==> src/rtl/elbeth_forward_source_pkg.sv <==
// Shared definitions for the EX/WB forwarding register: FSM states, x0 index, defaults.
package elbeth_forward_source_pkg;

    typedef enum logic [1:0] {
        ST_IDLE      = 2'd0,
        ST_LOAD_WAIT = 2'd1,
        ST_DRAIN     = 2'd2
    } state_e;

    localparam logic [4:0]  RD_ZERO          = 5'd0;
    localparam int unsigned XLEN_DEF         = 32;
    localparam int unsigned LOAD_TIMEOUT_DEF = 16;

    // x0 is hard-wired zero, so a write to it is never performed nor forwarded.
    function automatic logic eff_wen(input logic w_en, input logic [4:0] rd);
        return w_en && (rd != RD_ZERO);
    endfunction

endpackage

==> src/rtl/elbeth_forward_source_if.sv <==
// EX-side, data-memory response and hazard/writeback signals of the forwarding register.
interface elbeth_forward_source_if
    import elbeth_forward_source_pkg::*;
#(
    parameter int unsigned XLEN = XLEN_DEF
);
    logic            ex_valid;
    logic [4:0]      ex_rd_addr;
    logic            ex_w_gpr_en;
    logic            ex_is_load;
    logic [XLEN-1:0] ex_result;
    logic            flush;
    logic            dmem_rsp_valid;
    logic [XLEN-1:0] dmem_rsp_data;
    logic [4:0]      exs_rd_addr;
    logic            exs_w_gpr_en;
    logic [XLEN-1:0] exs_fwd_data;
    logic            exs_fwd_valid;
    logic            load_stall;
    logic [4:0]      wb_rd_addr;
    logic [XLEN-1:0] wb_data;
    logic            wb_we;
    logic            load_fault;

    modport master (
        output ex_valid, ex_rd_addr, ex_w_gpr_en, ex_is_load, ex_result, flush,
               dmem_rsp_valid, dmem_rsp_data,
        input  exs_rd_addr, exs_w_gpr_en, exs_fwd_data, exs_fwd_valid, load_stall,
               wb_rd_addr, wb_data, wb_we, load_fault
    );

    modport slave (
        input  ex_valid, ex_rd_addr, ex_w_gpr_en, ex_is_load, ex_result, flush,
               dmem_rsp_valid, dmem_rsp_data,
        output exs_rd_addr, exs_w_gpr_en, exs_fwd_data, exs_fwd_valid, load_stall,
               wb_rd_addr, wb_data, wb_we, load_fault
    );
endinterface

==> src/rtl/elbeth_load_timer.sv <==
// Wait-cycle counter for an outstanding load; expire flags the last allowed cycle.
// Latency: expire is combinational from the count register; count clears on clr.
module elbeth_load_timer
    import elbeth_forward_source_pkg::*;
#(
    parameter int unsigned LOAD_TIMEOUT = LOAD_TIMEOUT_DEF
)(
    input  logic clk,
    input  logic rst_n,
    input  logic clr,
    input  logic run,
    output logic expire
);
    localparam int unsigned CW = (LOAD_TIMEOUT > 1) ? $clog2(LOAD_TIMEOUT) : 1;

    logic [CW-1:0] cnt_q, cnt_d;

    always_comb begin
        cnt_d = cnt_q;
        if (clr)      cnt_d = '0;
        else if (run) cnt_d = cnt_q + CW'(1);
    end

    always_ff @(posedge clk or negedge rst_n) begin
        if (!rst_n) cnt_q <= '0;
        else        cnt_q <= cnt_d;
    end

    assign expire = run && (cnt_q == CW'(LOAD_TIMEOUT - 1));

endmodule

==> src/rtl/elbeth_forward_source.sv <==
// EX/WB forwarding register: feeds the hazard unit, holds one outstanding load, drives GPR writeback.
// Latency: ALU result visible 1 cycle after capture; load data 1 cycle after dmem_rsp_valid.
// Backpressure: load_stall freezes IF/ID/EX while a load is pending; ELBETH_LOAD_TIMEOUT_EN adds an abort timer.
module elbeth_forward_source
    import elbeth_forward_source_pkg::*;
#(
    parameter int unsigned XLEN = XLEN_DEF
`ifdef ELBETH_LOAD_TIMEOUT_EN
   ,parameter int unsigned LOAD_TIMEOUT = LOAD_TIMEOUT_DEF
`endif
)(
    input  logic                    clk,
    input  logic                    rst_n,
    elbeth_forward_source_if.slave  bus
);
    state_e          state_q, state_d;
    logic [4:0]      rd_q, rd_d;
    logic            wen_q, wen_d;
    logic [XLEN-1:0] data_q, data_d;
    logic            fwd_vld_q, fwd_vld_d;
    logic            stall_q, stall_d;
    logic            wb_we_q, wb_we_d;
    logic            fault_q, fault_d;
    logic            tmo;
    logic            accept;
    logic            rsp;

    assign accept = bus.ex_valid && !bus.flush;
    assign rsp    = bus.dmem_rsp_valid;

`ifdef ELBETH_LOAD_TIMEOUT_EN
    elbeth_load_timer #(.LOAD_TIMEOUT(LOAD_TIMEOUT)) u_load_timer (
        .clk    (clk),
        .rst_n  (rst_n),
        .clr    (state_d != state_q),
        .run    (state_q != ST_IDLE),
        .expire (tmo)
    );
`else
    assign tmo = 1'b0;
`endif

    always_ff @(posedge clk or negedge rst_n) begin
        if (!rst_n) begin
            state_q   <= ST_IDLE;
            rd_q      <= '0;
            wen_q     <= 1'b0;
            data_q    <= '0;
            fwd_vld_q <= 1'b0;
            stall_q   <= 1'b0;
            wb_we_q   <= 1'b0;
            fault_q   <= 1'b0;
        end else begin
            state_q   <= state_d;
            rd_q      <= rd_d;
            wen_q     <= wen_d;
            data_q    <= data_d;
            fwd_vld_q <= fwd_vld_d;
            stall_q   <= stall_d;
            wb_we_q   <= wb_we_d;
            fault_q   <= fault_d;
        end
    end

    // A clean response beats the timer; a flush beats a simultaneous response.
    always_comb begin
        state_d = state_q;
        unique case (state_q)
            ST_IDLE:      if (accept && bus.ex_is_load) state_d = ST_LOAD_WAIT;
            ST_LOAD_WAIT: begin
                if (rsp && !bus.flush) state_d = ST_IDLE;
                else if (tmo)          state_d = ST_IDLE;
                else if (bus.flush)    state_d = rsp ? ST_IDLE : ST_DRAIN;
            end
            ST_DRAIN:     if (rsp || tmo) state_d = ST_IDLE;
            default:      state_d = ST_IDLE;
        endcase
    end

    always_comb begin
        rd_d      = rd_q;
        wen_d     = wen_q;
        data_d    = data_q;
        fwd_vld_d = 1'b0;
        wb_we_d   = 1'b0;
        stall_d   = stall_q;
        fault_d   = 1'b0;
        unique case (state_q)
            ST_IDLE: begin
                wen_d   = 1'b0;
                stall_d = 1'b0;
                if (accept) begin
                    rd_d  = bus.ex_rd_addr;
                    wen_d = eff_wen(bus.ex_w_gpr_en, bus.ex_rd_addr);
                    if (bus.ex_is_load) begin
                        stall_d = 1'b1;
                    end else begin
                        data_d    = bus.ex_result;
                        fwd_vld_d = 1'b1;
                        wb_we_d   = eff_wen(bus.ex_w_gpr_en, bus.ex_rd_addr);
                    end
                end
            end
            ST_LOAD_WAIT: begin
                if (rsp && !bus.flush) begin
                    data_d    = bus.dmem_rsp_data;
                    fwd_vld_d = 1'b1;
                    wb_we_d   = wen_q;
                    stall_d   = 1'b0;
                end else if (tmo) begin
                    fault_d = 1'b1;
                    wen_d   = 1'b0;
                    stall_d = 1'b0;
                end else if (bus.flush) begin
                    wen_d   = 1'b0;
                    stall_d = !rsp;
                end
            end
            ST_DRAIN: begin
                wen_d = 1'b0;
                if (rsp || tmo) stall_d = 1'b0;
                fault_d = tmo && !rsp;
            end
            default: begin
                wen_d   = 1'b0;
                stall_d = 1'b0;
            end
        endcase
    end

    assign bus.exs_rd_addr   = rd_q;
    assign bus.exs_w_gpr_en  = wen_q;
    assign bus.exs_fwd_data  = data_q;
    assign bus.exs_fwd_valid = fwd_vld_q;
    assign bus.load_stall    = stall_q;
    assign bus.wb_rd_addr    = rd_q;
    assign bus.wb_data       = data_q;
    assign bus.wb_we         = wb_we_q;
    assign bus.load_fault    = fault_q;

endmodule

==> src/flat_wrapper.sv <==
// flat-port wrapper written by rule: the top's interface ports become plain ports
module elbeth_forward_source_flat import elbeth_forward_source_pkg::*;
#(
    parameter int unsigned XLEN = XLEN_DEF

)
  (clk, rst_n, bus_ex_valid, bus_ex_rd_addr, bus_ex_w_gpr_en, bus_ex_is_load, bus_ex_result, bus_flush, bus_dmem_rsp_valid, bus_dmem_rsp_data, bus_exs_rd_addr, bus_exs_w_gpr_en, bus_exs_fwd_data, bus_exs_fwd_valid, bus_load_stall, bus_wb_rd_addr, bus_wb_data, bus_wb_we, bus_load_fault);
  elbeth_forward_source_if #(.XLEN(XLEN)) bus_i ();
  input  logic clk;
  input  logic rst_n;
  input wire logic [$bits(bus_i.ex_valid)-1:0] bus_ex_valid;
  input wire logic [$bits(bus_i.ex_rd_addr)-1:0] bus_ex_rd_addr;
  input wire logic [$bits(bus_i.ex_w_gpr_en)-1:0] bus_ex_w_gpr_en;
  input wire logic [$bits(bus_i.ex_is_load)-1:0] bus_ex_is_load;
  input wire logic [$bits(bus_i.ex_result)-1:0] bus_ex_result;
  input wire logic [$bits(bus_i.flush)-1:0] bus_flush;
  input wire logic [$bits(bus_i.dmem_rsp_valid)-1:0] bus_dmem_rsp_valid;
  input wire logic [$bits(bus_i.dmem_rsp_data)-1:0] bus_dmem_rsp_data;
  output wire logic [$bits(bus_i.exs_rd_addr)-1:0] bus_exs_rd_addr;
  output wire logic [$bits(bus_i.exs_w_gpr_en)-1:0] bus_exs_w_gpr_en;
  output wire logic [$bits(bus_i.exs_fwd_data)-1:0] bus_exs_fwd_data;
  output wire logic [$bits(bus_i.exs_fwd_valid)-1:0] bus_exs_fwd_valid;
  output wire logic [$bits(bus_i.load_stall)-1:0] bus_load_stall;
  output wire logic [$bits(bus_i.wb_rd_addr)-1:0] bus_wb_rd_addr;
  output wire logic [$bits(bus_i.wb_data)-1:0] bus_wb_data;
  output wire logic [$bits(bus_i.wb_we)-1:0] bus_wb_we;
  output wire logic [$bits(bus_i.load_fault)-1:0] bus_load_fault;
  assign bus_i.ex_valid = bus_ex_valid;
  assign bus_i.ex_rd_addr = bus_ex_rd_addr;
  assign bus_i.ex_w_gpr_en = bus_ex_w_gpr_en;
  assign bus_i.ex_is_load = bus_ex_is_load;
  assign bus_i.ex_result = bus_ex_result;
  assign bus_i.flush = bus_flush;
  assign bus_i.dmem_rsp_valid = bus_dmem_rsp_valid;
  assign bus_i.dmem_rsp_data = bus_dmem_rsp_data;
  assign bus_exs_rd_addr = bus_i.exs_rd_addr;
  assign bus_exs_w_gpr_en = bus_i.exs_w_gpr_en;
  assign bus_exs_fwd_data = bus_i.exs_fwd_data;
  assign bus_exs_fwd_valid = bus_i.exs_fwd_valid;
  assign bus_load_stall = bus_i.load_stall;
  assign bus_wb_rd_addr = bus_i.wb_rd_addr;
  assign bus_wb_data = bus_i.wb_data;
  assign bus_wb_we = bus_i.wb_we;
  assign bus_load_fault = bus_i.load_fault;
  elbeth_forward_source #(.XLEN(XLEN)) u_core (.clk(clk), .rst_n(rst_n), .bus(bus_i));
endmodule
==> config.mk <==
export PLATFORM = sky130hd
export DESIGN_NAME = elbeth_forward_source_flat
export DESIGN_NICKNAME = d
export VERILOG_FILES = /design/src/rtl/elbeth_forward_source_pkg.sv /design/src/rtl/elbeth_forward_source_if.sv /design/src/rtl/elbeth_load_timer.sv /design/src/rtl/elbeth_forward_source.sv /design/src/flat_wrapper.sv
export SDC_FILE = /design/constraint.sdc
export NUM_CORES = 1
export LEC_CHECK = 0
export CORE_ASPECT_RATIO = 0.9
export CORE_MARGIN = 4
export CORE_UTILIZATION = 39
export CTS_BUF_LIST = sky130_fd_sc_hd__clkbuf_16
export CTS_CLUSTER_DIAMETER = 40
export CTS_CLUSTER_SIZE = 12
export DETAILED_ROUTE_END_ITERATION = 12
export GPL_ROUTABILITY_DRIVEN = 1
export GPL_TIMING_DRIVEN = 0
export PLACE_DENSITY = 0.86
export SYNTH_ARGS = -nofsm -noshare
export SYNTH_HDL_FRONTEND = slang
export SYNTH_SLANG_ARGS = --single-unit
==> constraint.sdc <==
create_clock -name clk -period 4.65 [get_ports clk]
set_input_delay 1.1625 -clock clk [delete_from_list [all_inputs] [get_ports clk]]
set_output_delay 1.1625 -clock clk [all_outputs]
set_load 0.01 [all_outputs]
# ---- Word-level counts from Yosys, hierarchy flattened
# Index checks and enable logic that the tools add are counted.
dict set report word_totals {
  regBits 43
  input_bits 76
  output_inout_bits 79
}
dict set report classes {
  n_eq_ne 10
  muxes 28
  reduce_logical 14
}
# op count
set op_table {}
lappend op_table {{32-bit 2-to-1 mux} 3}
lappend op_table {{32-bit one-hot mux with 2 select lines} 1}
lappend op_table {{1-bit 2-to-1 mux} 14}
lappend op_table {{2-bit 2-to-1 mux} 5}
lappend op_table {{2-bit inequality test (second input constant)} 4}
lappend op_table {{2-bit by 1-bit inequality test with 1-bit output (second input constant)} 3}
lappend op_table {{1-bit one-hot mux with 2 select lines} 3}
lappend op_table {{2-bit one-hot mux with 3 select lines} 1}
lappend op_table {{2-bit AND reduction} 3}
lappend op_table {{5-bit nonzero test} 1}
lappend op_table {{1-bit logical AND} 4}
lappend op_table {{4-bit AND reduction} 1}
lappend op_table {{3-bit by 2-bit inequality test with 1-bit output (second input constant)} 1}
lappend op_table {{1-bit one-hot mux with 3 select lines} 1}
lappend op_table {{3-bit AND reduction} 1}
lappend op_table {{2-bit by 1-bit equality test with 1-bit output (second input constant)} 1}
lappend op_table {{2-bit equality test (second input constant)} 1}
lappend op_table {{1-bit zero test} 2}
lappend op_table {{2-bit zero test} 1}
lappend op_table {{2-bit nonzero test} 1}

# ---- Longest topological paths before layout
# Gate-level depths: netlist (run 1).
dict set report depth {
  ltp_word 5
  depth_mapped 6
}

# ---- Least setup slack after synthesis (run 1)
# Ideal clock, no wire load.
dict set report synth_path {
  path_kind {input port to flip-flop}
  from {input bus_ex_is_load}
  to {register u_core.data_q[11], in the netlist u_core.bus.exs_fwd_data[11]}
  setup_ns 0.125
  arrival_time_ns 2.268
  t_required_ns 4.525
  path_slack_ns 2.257
  path_stages 4
  path_cell_list {or3b_4 -> a21boi_4 -> buf_6 -> mux2_2}
}
dict set report synth_via {
  elab_chain_len 2
}
# element line
set synth_lines {}
lappend synth_lines {{start: declaration} flat_wrapper.sv:14} ;# input wire logic [$bits(bus_i.ex_is_load)-1:0] bus_ex_is_load;
lappend synth_lines {{2-bit inequality test (no source line)} n/a}
lappend synth_lines {{4-bit AND reduction (no source line)} n/a}
lappend synth_lines {{end signal: assignment} elbeth_forward_source.sv:57} ;# data_q <= data_d;
lappend synth_lines {{end: declaration} elbeth_forward_source.sv:19} ;# logic [XLEN-1:0] data_q, data_d;
# No other way between the ends.
# A chain may end at the register's enable or synchronous reset.

# ---- Worst setup path after layout (run 1)
dict set report layout_path {
  from {input bus_ex_is_load}
  to {register u_core.data_q[14], in the netlist u_core.bus.exs_fwd_data[14]}
}
# Same word-level chain as after synthesis.

==> summary.md, run 1 <==
| Metric | Value |
|---|---|
| Result of the run | `completed` |
| Register area | `1080 sq um` |
| Per-cell routed wire length | `15.7 um` |
| Share of synthesized cell area in full adder, half adder and majority cells | `0%` |
| Half-perimeter wire length of the detailed placement result | `5330 um` |
| Internal | `0.00120 W` |
| Switching power summed over all nets | `0.000445 W` |
| Number of antenna violations at the first check in global routing | `0` |
| Hold Worst Slack | `0.524 ns` |
| Synthesized flop and latch total | `43` |
| Number of flops mapped to enable cells by yosys | `0` |
| Leakage | `1.76 nW` |
| Area fraction in and, or, nand and nor cells after synthesis | `3.64%` |
| Area of the die | `7400 sq um` |
| Synth area leaders | `dfrtp_1 45%, mux2_2 29%, buf_4 12%` |
| Actual slew at the worst max-slew pin | `0.764 ns` |
| Share of the cycle needed by the critical path after routing | `59.1%` |
| Post-synth top flop | `dfrtp_1` |
| Critical path class | `in -> reg` |
| Remaining DRCs | `0` |
| Crit path max fanout | `10` |
| Total iterations of the first detailed-routing run | `3` |
| Mux cell area share after synthesis | `32.7%` |
| Count of unique library cells instantiated by Yosys | `26` |
| Arr. time, crit path | `2.90 ns` |
| Gp weighted congestion | `0.757` |
| Critical Path End Type | `flip-flop` |
| Total number of vias | `1,936` |
| Clock transition time at the flip-flop clock pins of the worst setup and hold paths | `0.06 ns` |
| Post-Synthesis Mean Instance Area | `13.0 sq um` |
| Area taken by multi-input logic gates | `941 sq um` |
| Number of global-route vias before repair | `2,096` |
| Number of antenna cells inserted | `0` |
| Cell area after technology mapping | `2370 sq um` |
| CTS root buffer | `clkbuf_16` |
| Max-slew violations | `0` |
| Die outline height | `82.0 um` |
| GRT Residual Overflow | `0` |
| Die width | `90.3 um` |
| Core region area | `5790 sq um` |
| Worst hold path cell count | `1` |
| Number of setup violations in the final report | `0` |
| Count of placed standard cells including taps | `407` |
| Switching portion of total power | `27.1%` |
| Top-count cell post-synth | `mux2_2` |
| Area fraction in compound gates after synthesis | `2.74%` |
| Cell taking the most area after synthesis | `dfrtp_1` |
| Number of cell instances on the worst register-to-register path | `6` |
| Max Freq | `364 MHz` |
| Worst hold path type | `reg -> reg` |
| Xor and xnor area share after synthesis | `0.369%` |
| CP Launch Type | `input pin` |
| Worst slew margin relative to its limit | `48.9%` |
| I/O pins | `155` |
| CTS H-tree lvls | `2` |
| Number of port buffers | `153` |
| Wire length of the first global-routing pass | `10,700 um` |
| Share of synthesized area occupied by flip-flops and latches | `45.3%` |
| Fraction of synthesis flops using an asynchronous set or reset pin | `100%` |
| Part of the power in registers | `32.7%` |
| Starting Density | `41.0%` |
| Area delta synth->final | `74.6%` |
| Number of standard cells after synthesis | `183` |
| Setup Skew | `0.00518 ns` |
| # nets final | `420` |
| Reported max-cap violation count | `0` |
| Sum Neg Setup Slack | `0 ns` |
| Overall track demand over capacity in global routing | `17.9%` |
| Post-layout utilization of the core | `71.6%` |
| Final antenna-violating net count | `0` |
| Share of final-layout standard cells stronger than drive strength 1 | `34.2%` |
| Setup repair after global routing missed its margin | `no` |
| Hold bufs inserted after CTS | `0` |
| Post-route minimum period | `2.75 ns` |
| Final critical-path setup slack | `1.90 ns` |
| Critical Path RT | `4.80 ns` |
| DP Worst Slack | `1.61 ns` |
| Number of warnings issued by yosys | `0` |
| Setup Fix Bufs, Post-CTS | `0` |
| Number of cells upsized or downsized after cts | `0` |
| Combinational cell fraction of total power | `47.8%` |
| Flop-to-flop setup slack | `2.76 ns` |
| Portion of total power attributed to the clock network | `19.5%` |
| Vias per Instance | `4.67` |
| Number of placement rows | `26` |
| Post-synth net total | `259` |
| VDD IR-drop max | `0.253 mV` |
| Sinks on Clock Net | `43` |
| Largest family of logic cells by synthesized area | `multiplexers` |
| Post-route insts no fill | `415` |
| Number of endpoints with negative hold slack in the final report | `0` |
| Routed WL | `6500 um` |
| TritonCTS clock tree | `yes` |
| Drt first-iter violations | `23` |
| Fraction of post-synthesis cell area in the top cell type by area | `45.3%` |
| PD cells | `396 nW/um^2` |
| Pin count of the biggest net entering global routing | `27` |
| Worst-Skew Late Latency | `0.27 ns` |
| Fill cell count | `422` |
| Most common library cells after synthesis | `62 x mux2_2, 43 x dfrtp_1, 38 x buf_4` |
| Maximum number of buffers from clock root to sink | `2` |
| Cts bufs inserted | `5` |
cells in the final DEF, fill, tap and decap left out:
cell,instances
a22o_1,1
conb_1,1
nand3_1,1
clkdlybuf4s50_1,152
and3b_1,1
o22ai_1,1
a21oi_1,3
clkbuf_16,5
buf_2,5
nor2b_1,2
mux2_2,62
nand2b_1,1
buf_12,1
a21boi_4,1
nor3_1,1
inv_1,2
o31a_1,1
or4_1,1
o211ai_1,1
nor4b_2,1
nor2_1,2
clkinv_1,2
buf_4,38
mux2_1,7
nand2_1,2
or3b_4,1
dfrtp_1,43
xor2_1,1
clkbuf_1,1
buf_6,4
power groups by stage:
| stage | registers [W] | logic (W) | clock network, W |
|---|---|---|---|
| floorplan | 0.000572 | 0.000297 | 0 |
| global placement | 0.000539 | 0.000776 | 0 |
| detailed placement | 0.000544 | 0.000795 | 0 |
| CTS | 0.000539 | 0.000798 | 0.000328 |
| global route | 0.000552 | 0.000831 | 0.000345 |
| finish | 0.000537 | 0.000786 | 0.000320 |
worst paths after layout:
| check | from | endpoint |
|---|---|---|
| worst min-delay path | u_core.bus.exs_fwd_data[10]$_DFFE_PN0P_ | u_core.bus.exs_fwd_data[10]$_DFFE_PN0P_ |
| worst max register to register | u_core.state_q[1]$_DFFE_PN0P_ | u_core.bus.exs_fwd_data[10]$_DFFE_PN0P_ |
| worst min register to register | u_core.bus.exs_fwd_data[10]$_DFFE_PN0P_ | u_core.bus.exs_fwd_data[10]$_DFFE_PN0P_ |
| max in group asynchronous | rst_n | u_core.bus.exs_fwd_data[22]$_DFFE_PN0P_ |
| min in group asynchronous | rst_n | u_core.bus.exs_fwd_data[13]$_DFFE_PN0P_ |
| worst max-delay path | bus_ex_is_load | u_core.bus.exs_fwd_data[14]$_DFFE_PN0P_ |
worst max-delay path: stages:
cell and delay [ns]:
clkdlybuf4s50_1 0.49, or3b_4 0.42, a21boi_4 0.28, buf_6 0.20, mux2_2 0.35
metal layers:
layer  vias up  routed length (um)  part of all wire [%]  track usage, %
met5         -                   0                     0               0
met4         0                  15                  0.23            2.29
met3         2                 549                   8.5            5.40
met2        98                3230                    50            32.7
met1       913                2700                    42            21.5
li1        923                   -                     -               -
flip-flops by register name (all words and copies together) (netlist names):
signal and cells:
u_core.bus.exs_fwd_data 32, u_core.bus.exs_fwd_valid 1, u_core.bus.exs_rd_addr 5, u_core.bus.exs_w_gpr_en 1
u_core.bus.load_stall 1, u_core.bus.wb_we 1, u_core.state_q 2
final cells by class:
type	instances	share of cell area, %
multi-input combinational	92	22.7
timing repair buffer	154	37.3
clock buffer	5	3.02
inverter	1	0.0906
sequential	43	26.0
clock inverter	3	0.272
buffer	47	8.54
tap	70	2.11
metrics by stage:
stage | power (W) | instance area, sq um
4_1_cts | 0.00167 | 4150
3_5_place_dp | 0.00134 | 4010
5_1_grt | 0.00173 | 4150
2_1_floorplan | 0.000869 | 2370
6_report | 0.00164 | 4150
3_3_place_gp | 0.00132 | 3990
kinds of logic (layout without fill, tap and decap cells):
| group | after synthesis | in the layout |
|---|---|---|
| mux | 69 | 69 |
| flops | 43 | 43 |
| xor+xnor | 1 | 1 |
| simple gates | 13 | 13 |
| other cells | 1 | 1 |
| compound gates | 8 | 8 |
| buf+inv | 48 | 210 |
No activity file was read; power rests on OpenSTA's default activity.
==> run 2: changes to the inputs <==
CORE_UTILIZATION = 36   (was 39)
PLACE_DENSITY = 0.8   (was 0.86)
clock period = 2.85 ns   (was 4.65 ns; I/O delays follow)
==> run 2 against run 1 <==
Total power up 63%. Routed wire length down 1.4%. Die area up 7.5%. Register-to-register slack worse by 1.8 ns. Clock skew up 0.0025 ns. Cell area up 0.69%. Combinational power up 63%. First-iteration DRC count up 22%. Count of clock-buffer cells in the layout unchanged. Largest power group unchanged.
==> summary.md, run 2 (same netlist as run 1, synthesis figures left out) <==
| Metric | Value |
|---|---|
| Number of port buffers | `153` |
| Final cell area excluding filler cells | `4170 sq um` |
| Wire length of the first global-routing pass | `10,600 um` |
| Total number of vias | `1,944` |
| Sum Neg Setup Slack | `0 ns` |
| Critical Path End Type | `flip-flop` |
| Starting Density | `38.0%` |
| Remaining DRCs | `0` |
| Count of placed standard cells including taps | `424` |
| Critical path class | `in -> reg` |
| Half-perimeter wire length of the detailed placement result | `5240 um` |
| Number of antenna violations at the first check in global routing | `0` |
| Crit path max-delay cell type | `clkdlybuf4s50_1` |
| CTS H-tree lvls | `2` |
| Post-layout utilization of the core | `66.8%` |
| Gp weighted congestion | `0.735` |
| Setup Fix Bufs, Post-CTS | `0` |
| Largest stage delay on the critical path | `0.48 ns` |
| Actual slew at the worst max-slew pin | `0.735 ns` |
| Number of global-route vias before repair | `2,146` |
| Worst-Skew Late Latency | `0.28 ns` |
| Max-slew violations | `0` |
| Cts bufs inserted | `5` |
| Worst hold path type | `in -> async` |
| Arr. time, crit path | `2.44 ns` |
| Post-route insts no fill | `432` |
| Overall track demand over capacity in global routing | `16.6%` |
| Number of endpoints with negative hold slack in the final report | `0` |
| Number of antenna cells inserted | `0` |
| Cell-by-cell listing of the critical path | `clkdlybuf4s50_1, or3b_4, a21boi_4, buf_6, mux2_2` |
| Number of cell instances on the worst register-to-register path | `6` |
| Per-cell routed wire length | `14.8 um` |
| TritonCTS clock tree | `yes` |
| Setup repair after global routing missed its margin | `no` |
| Pin count of the biggest net entering global routing | `24` |
| Leakage | `1.76 nW` |
| Flip-flop count of the largest register, all copies and words added | `32` |
| Crit path max fanout | `10` |
| Die outline height | `85.1 um` |
| Number of setup violations in the final report | `0` |
| Post-route minimum period | `2.29 ns` |
| Number of placement rows | `27` |
| Sinks on Clock Net | `43` |
| Max Freq | `437 MHz` |
| CTS root buffer | `clkbuf_16` |
| Total power | `0.00268 W` |
| Share of the cycle needed by the critical path after routing | `80.2%` |
| Total iterations of the first detailed-routing run | `3` |
| Hold bufs inserted after CTS | `0` |
| Number of cells upsized or downsized after cts | `0` |
| Critical Path RT | `3.00 ns` |
| I/O pins | `155` |
| Area post-placement | `4040 sq um` |
| Drt first-iter violations | `28` |
| Die width | `93.6 um` |
| Share of final-layout standard cells stronger than drive strength 1 | `34.2%` |
| Reported max-cap violation count | `0` |
| VDD IR-drop max | `0.400 mV` |
| Area of the die | `7960 sq um` |
| Leading cell type in the layout, fill and taps excluded | `clkdlybuf4s50_1` |
| PD cells | `642 nW/um^2` |
| Area delta synth->final | `75.8%` |
| Maximum number of buffers from clock root to sink | `2` |
| Vias per Instance | `4.50` |
| Core region area | `6250 sq um` |
| Final antenna-violating net count | `0` |
| # nets final | `420` |
| Setup Skew | `0.00769 ns` |
| GRT Residual Overflow | `0` |
| Routed WL | `6410 um` |
| Clock transition time at the flip-flop clock pins of the worst setup and hold paths | `0.06 ns` |
| Result of the run | `completed` |
| CP Launch Type | `input pin` |
| Worst slew margin relative to its limit | `50.9%` |
| Most used cells in the layout excluding fill and tap cells | `152 x clkdlybuf4s50_1, 62 x mux2_2, 43 x dfrtp_1` |
| Flop-to-flop setup slack | `0.94 ns` |
-- run 2: cell count changes in the layout (fill, tap and decap cells not counted) --
| cell | change |
|---|---|
| buf_12 | -1 |
| buf_16 | +1 |
-- run 2: metrics by stage --
stage,setup slack (ns),hold WS [ns]
global placement,-0.144,0.487
global route,0.497,0.441
finish,0.564,0.406
detailed placement,0.264,0.494
floorplan,0.907,0.417
CTS,0.527,0.427
-- run 2: worst paths after layout --
kind | from | end
setup / recovery | bus_ex_valid | u_core.bus.exs_fwd_data[26]$_DFFE_PN0P_
hold / removal | rst_n | u_core.bus.exs_rd_addr[0]$_DFFE_PN0P_
setup reg to reg | u_core.state_q[1]$_DFFE_PN0P_ | u_core.bus.exs_fwd_data[18]$_DFFE_PN0P_
hold reg to reg | u_core.bus.load_stall$_DFFE_PN0P_ | u_core.bus.load_stall$_DFFE_PN0P_
max in group asynchronous | rst_n | u_core.bus.exs_fwd_data[18]$_DFFE_PN0P_
min in group clk | u_core.bus.load_stall$_DFFE_PN0P_ | u_core.bus.load_stall$_DFFE_PN0P_
-- run 2: layout make-up --
type	instances	area [sq um]
Fill cell	507	2080
Buffer	47	354
Sequential cell	43	1080
Timing Repair Buffer	154	1550
Inverter	1	3.75
Clock inverter	3	11.3
Multi-Input combinational cell	92	941
Tap cell	87	109
Clock buffer	5	125
-- run 2: worst max-delay path: cells and delay by family --
family	cells	cell delay [ns]
buffers and inverters	2	0.68
multiplexers	1	0.34
AO/OA/AOI/OAI	1	0.29
AND/OR/NAND/NOR	1	0.40
-- run 2: where the power goes --
group | switching (W) | internal, W | total [W] | leakage (nW)
logic | 0.000399 | 0.000881 | 0.00128 | 1.17
registers | 0.000117 | 0.000758 | 0.000875 | 0.518
clock network | 0.000208 | 0.000315 | 0.000523 | 0.0701
total | 0.000724 | 0.00195 | 0.00268 | 1.76
-- run 2: metal layers --
metal	routed length (um)	global-route usage, %	vias to the layer above
met5	0	0	-
li1	-	-	922
met3	723	6.56	2
met4	14	2.36	0
met1	2680	21.7	912
met2	2990	26.7	108
==> run 3: changes to the inputs <==
clock period = 2.28 ns   (was 2.85 ns; I/O delays follow)
==> results of run 3 <==
The final DEF is identical to that of run 2. Status: completed.
Among the figures that moved: setup slack after placement 0.264 ns -> -0.164 ns; setup slack after layout 0.564 ns -> 0.136 ns; hold slack 0.406 ns -> 0.263 ns; register-to-register setup slack 0.94 ns -> 0.37 ns; total power 0.00268 W -> 0.00335 W; worst IR drop on VDD 0.400 mV -> 0.500 mV
